## config.mk

```make
export PLATFORM = sky130hd
export DESIGN_NAME = register
export DESIGN_NICKNAME = d
export VERILOG_FILES = /design/src/rtl/register_pkg.sv /design/src/rtl/register.sv
export SDC_FILE = /design/constraint.sdc
export NUM_CORES = 1
export LEC_CHECK = 0
export BUFFER_PORTS_ARGS = -buffer_cell sky130_fd_sc_hd__buf_2
export CAP_MARGIN = 15
export CORE_UTILIZATION = 42
export CTS_CLUSTER_DIAMETER = 40
export DETAILED_ROUTE_END_ITERATION = 10
export PLACE_DENSITY = 0.78
export SLEW_MARGIN = 0
export SYNTH_ARGS = -nofsm -noshare
export SYNTH_HDL_FRONTEND = slang
export SYNTH_SLANG_ARGS = --single-unit
```

## constraint.sdc

```tcl
create_clock -name clk -period 0.8 [get_ports clk]
set_clock_uncertainty 0.05 [all_clocks]
set_input_delay 0 -clock clk [delete_from_list [all_inputs] [get_ports clk]]
set_output_delay 0 -clock clk [all_outputs]
set_load 0.02 [all_outputs]
```

## src/rtl/register_pkg.sv

```systemverilog
// Shared datapath constants for the generic enable register.
package register_pkg;

  // Datapath width used across the CPU; default width of the register.
  localparam int unsigned DATA_WIDTH = 32;

endpackage : register_pkg

```

## src/rtl/register.sv

```systemverilog
// Enable-gated data register with synchronous active-high reset.
// Captures d when en is high; reset takes priority over load.
// q is driven straight from the storage flops.
module register
  import register_pkg::*;
#(
  parameter int unsigned             WIDTH       = DATA_WIDTH,
  parameter logic [WIDTH-1:0]        RESET_VALUE = '0
) (
  input  logic             clk,
  input  logic             rst,
  input  logic [WIDTH-1:0] d,
  output logic [WIDTH-1:0] q,
  input  logic             en
);

  // Storage starts at RESET_VALUE in simulation; hardware still needs a reset.
  logic [WIDTH-1:0] data_q = RESET_VALUE;
  logic [WIDTH-1:0] data_d;

  // Next-state selection: reset, then load, else hold.
  always_comb begin
    data_d = data_q;
    if (rst) begin
      data_d = RESET_VALUE;
    end else if (en) begin
      data_d = d;
    end
  end

  // Single state update on the rising edge.
  always_ff @(posedge clk) begin
    data_q <= data_d;
  end

  assign q = data_q;

endmodule : register

```

==> results of run 1 <==
power by group:
part	total (mW)	leakage [nW]	switching, mW	internal [mW]
clock	0.817	0.0281	0.493	0.323
combinational	0.796	0.753	0.333	0.463
sequential	1.78	0.275	0.0691	1.71
total	3.39	1.06	0.896	2.49
worst paths after layout:
kind	startpoint	endpoint	slack (ps)	cells past startpoint
max	q[30]	q[30]	-50	1
min	en	q[8]	130	4
max reg2reg	q[13]	q[13]	-30	3
min reg2reg	q[15]	q[15]	450	2
synthesized netlist by cell type:
library cell  number
dfxtp_1           32
mux2i_1           32
nor2_1            32
buf_12             3
clkbuf_1           3
buf_6              1
timing repair:
action	in CTS	in global routing
hold buffers	33	0
hold endpoints to repair	32	0
endpoints found under the setup margin	32	33
gates resized for setup	96	1
pin swaps	0	0
buffers inserted	0	2
routing by layer:
metal,wire length [um],part of all wire
met2,1973,0.59
met3,149,0.044
met4,93,0.028
met1,1146,0.34
met5,0,0
kinds of logic after synthesis:
kind of cell	count (synthesis)	share of synthesized area
buffers and inverters	7	0.07097
DFF	32	0.5505
muxes	32	0.2753
and+or+nand+nor	32	0.1032
cell type report:
class                      instances  area share
timing repair buffer             104      0.4367
sequential                        32      0.3176
multi-input combinational         64      0.2067
clock buffer                       6     0.01926
tap                               30     0.01751
clock inverter                     1    0.002335
placed cells by master, fill, tap and decap left out:
| cell | Yosys | routed |
|---|---|---|
| clkbuf_4 | 0 | 5 |
| buf_2 | 0 | 34 |
| clkbuf_1 | 3 | 1 |
| nor2_2 | 0 | 1 |
| dlygate4sd3_1 | 0 | 33 |
| clkinv_2 | 0 | 1 |
| mux2i_1 | 32 | 32 |
| buf_4 | 0 | 2 |
| nor2_1 | 32 | 31 |
| buf_12 | 3 | 3 |
| buf_6 | 1 | 32 |
| dfxtp_2 | 0 | 32 |
stage by stage:
| step | instances | setup TNS, ps | hold WS, ps | power, mW |
|---|---|---|---|---|
| 4_1_cts | 235 | -1163 | 111.9 | 3.379 |
| 6_report | 237 | -877.3 | 130.6 | 3.389 |
| 5_1_grt | 237 | -2215 | 121.6 | 3.545 |
| 2_1_floorplan | 103 | 0 | 22.38 | 2.106 |
| 3_3_place_gp | 195 | 0 | 183.0 | 2.286 |
| 3_5_place_dp | 195 | 0 | 195.2 | 2.306 |
==> results.json, run 1 <==
{
  "status": "finished, violations left",
  "violations": "negative setup slack",
  "crit_path_end_kind": "primary output",
  "cp_slowest_cell": "dfxtp_2",
  "hold_class": "primary input to flop",
  "synthCells": 103,
  "grt_use_met1": 0.1969,
  "dp_hpwl_um": 1645,
  "finalCritPeriodShare": 1.060,
  "worst_slack_ps": -47.86,
  "synthDistinctLibCells": 6,
  "max_freq_mhz": 1179,
  "coreArea_sq_mm": 0.002545,
  "yosysTopAreaCell": "dfxtp_1",
  "synthToLayoutAreaGrowth_pct": 84.19,
  "die_x_um": 54.64,
  "largest_reg_flops": 32,
  "busiest_layer": "met2",
  "yosysTopAreaCellShare": 0.5505,
  "yosysSeqAreaShare": 0.5505,
  "grt_pass1_vias": 1122,
  "peakVddDrop_v": 0.001689,
  "critical_path.top_delay_family": "flip-flops",
  "synth_fp_nets": 138,
  "arrival_ps": 800,
  "place_area_sq_mm": 0.001509,
  "htree_levels": 2,
  "clk_path_buf_depth": 2,
  "final_design_area_no_fill_sq_mm": 0.002143,
  "num_rows": 18,
  "drc": 0,
  "grt_setup_unrepaired": "true",
  "grt-ovfl-total": 0,
  "io_buffers": 66,
  "synth_seq_cells": 32,
  "die_y_um": 54.64,
  "ys_warn_count": 0,
  "fin_util": 0.8422,
  "route.antenna.remaining_nets": 0,
  "multi_input_area_sq_um": 442.9,
  "min_period_ps": 847.9,
  "cts_num_sinks": 32,
  "gp_congestion": 0.6332,
  "firstDrtPassIters": 4,
  "vias": 1106,
  "fillCellCount": 131,
  "path_class": "flop to primary output",
  "worst_skew_pair.late_latency_ps": 320,
  "drive_gt1_frac": 0.5314,
  "antenna_cells": 0,
  "grt_use_met2": 0.5040,
  "gr-usage-met3": 0.06944,
  "cts-buffers-inserted": 5,
  "syn_area_per_cell_sq_um": 11.30,
  "grt_max_degree": 33,
  "leakage_nw": 1.057,
  "required_ps": 750,
  "grt_pass1_wl_um": 4850,
  "wl_per_cell_um": 14.19,
  "worstPathMaxFanout": 2,
  "ctsRootBufferMaster": "clkbuf_4",
  "hold_viol": 0,
  "ff_latch_area_sq_um": 680.7,
  "wl_um": 3362,
  "io_pins": 67,
  "cts_tree": "built",
  "power.density_mw_per_mm2": 1581,
  "startpoint_type": "flop",
  "antenna_found_initial": 0,
  "yosys-top-cells-area": "dfxtp_1 55%, mux2i_1 28%, nor2_1 10%",
  "maxSlewViolCount": 0,
  "dieArea_sq_mm": 0.002985,
  "slew_headroom": 0.8782,
  "cap_violations": 0,
  "slowest_delay_ps": 360,
  "netlist_area_sq_mm": 0.001164,
  "worstMarginPinSlew_ps": 177.6,
  "nNetsFinal": 242,
  "critical_path_buf_inv_count": 1,
  "drtIter0Drc": 13,
  "routed_via_density": 4.667,
  "clk_pin_slew_ps": 90,
  "initial_core_util": 0.4572,
  "crit_chain": "buf_6",
  "grtUsageTotal": 0.2464,
  "dpl_worst_slack_ps": 2.560,
  "finalSetupViolations": 33
}
(Power assumes the default switching activity.)
==> run 2: changes to the inputs <==
--- a/config.mk
+++ b/config.mk
@@ -11,6 +11,7 @@
 export CTS_CLUSTER_DIAMETER = 40
 export DETAILED_ROUTE_END_ITERATION = 10
 export PLACE_DENSITY = 0.78
+export REMOVE_ABC_BUFFERS = 1
 export SLEW_MARGIN = 0
 export SYNTH_ARGS = -nofsm -noshare
 export SYNTH_HDL_FRONTEND = slang
==> results.json, run 2 (same netlist as run 1, synthesis figures left out) <==
{
  "violations": "negative setup slack",
  "slowest_delay_ps": 370,
  "whs_path_depth": 4,
  "synthToLayoutAreaGrowth_pct": 88.49,
  "worstMarginPinSlew_ps": 189.7,
  "wl_um": 3873,
  "vias": 1182,
  "largest_reg_flops": 32,
  "cap_violations": 0,
  "drc": 0,
  "regToRegEndpoint": "q[16]",
  "crit_chain": "buf_6",
  "clk_pin_slew_ps": 100,
  "cp_slowest_cell": "dfxtp_2",
  "routed_via_density": 4.925,
  "power.density_mw_per_mm2": 1673,
  "finalSetupViolations": 36,
  "slew_headroom": 0.8699,
  "dp_hpwl_um": 1721,
  "crit_path_end_kind": "primary output",
  "drive_gt1_frac": 0.5429,
  "min_to": "q[5]",
  "r2r-start": "q[16]",
  "min_period_ps": 872.7,
  "dieArea_sq_mm": 0.002985,
  "wl_per_cell_um": 16.14,
  "clk_path_buf_depth": 2,
  "ff_latch_area_sq_um": 680.7,
  "io_buffers": 66,
  "drtIter0Drc": 6,
  "nNetsFinal": 245,
  "grt_max_degree": 33,
  "gp_congestion": 0.6383,
  "critical_path_buf_inv_count": 1,
  "final_cell_mix": "34 x buf_2, 34 x buf_6, 33 x dlygate4sd3_1, 32 x nor2_1, 32 x dfxtp_2",
  "num_rows": 18,
  "leakage_nw": 1.081,
  "required_ps": 750,
  "rr_worst_depth": 3,
  "grt_pass1_vias": 1242,
  "place_area_sq_mm": 0.001509,
  "status": "finished, violations left",
  "peakVddDrop_v": 0.001457,
  "worst_slack_ps": -72.72,
  "grtUsageTotal": 0.2907,
  "hp-start": "en",
  "antenna_found_initial": 0,
  "grt_setup_unrepaired": "true",
  "worst_skew_pair.late_latency_ps": 330,
  "cts-buffers-inserted": 5,
  "worstPathMaxFanout": 2,
  "htree_levels": 2,
  "finalCritPeriodShare": 1.091,
  "cts_num_sinks": 32,
  "multi_input_area_sq_um": 444.2,
  "ctsRootBufferMaster": "clkbuf_4",
  "die_x_um": 54.64,
  "die_y_um": 54.64,
  "io_pins": 67,
  "startpoint_type": "flop",
  "fillCellCount": 127,
  "grt-ovfl-total": 0,
  "route.antenna.remaining_nets": 0,
  "coreArea_sq_mm": 0.002545,
  "hold_class": "primary input to flop",
  "cts_tree": "built",
  "critical_path.top_delay_family": "flip-flops",
  "r2r_slack_ps": -50,
  "arrival_ps": 820,
  "max_freq_mhz": 1146,
  "path_class": "flop to primary output",
  "hold_viol": 0,
  "maxSlewViolCount": 0,
  "antenna_cells": 0,
  "firstDrtPassIters": 4,
  "finalSetupTns_ps": -1634,
  "initial_core_util": 0.4572,
  "final_design_area_no_fill_sq_mm": 0.002193,
  "grt_pass1_wl_um": 5713
}
run 2: final cells by class:
cell class / count / share of cell area
repair buffers: 107 / 0.4404
flip-flops and latches: 32 / 0.3103
multi-input cells: 64 / 0.2025
clock buffers: 7 / 0.02966
well taps: 30 / 0.01711
run 2: per-layer routing:
metal	wire (um)	global-route usage	vias to the layer above
met2	2005	0.4920	60
met4	152	0.1496	0
met1	1429	0.3032	549
met5	0	0	-
li1	-	-	553
met3	285	0.1222	20
run 2: worst max path at each step:
stage,end,startpoint,cells past startpoint
detailed placement,q[16],en,4
CTS,q[17],q[17],1
floorplan,q[0],q[0],2
finish,q[12],q[12],1
global route,q[12],q[12],1
global placement,q[12],en,4
run 2: what timing repair did:
| action | CTS | global route |
|---|---|---|
| pin swaps | 0 | 2 |
| buffers inserted | 2 | 3 |
| resized for setup | 96 | 3 |
| hold endpoints to repair | 32 | 0 |
| endpoints found under the setup margin | 32 | 34 |
| hold buffers | 33 | 0 |
run 2: power by group:
group	total (mW)	internal, mW	switching, mW
combinational	0.832	0.478	0.355
sequential	1.79	1.71	0.0791
clock	1.05	0.498	0.551
run 2: through the flow:
stage	power, mW	instances	worst slack, ps	hold slack [ps]	utilization
global route	3.810	240	-110.6	133.6	0.8618
global placement	2.286	195	69.47	182.0	0.5929
finish	3.669	240	-72.72	137.5	0.8618
detailed placement	2.306	195	15.92	193.0	0.5929
CTS	3.591	237	-51.44	119.9	0.8486
floorplan	2.021	96	104.6	22.38	-
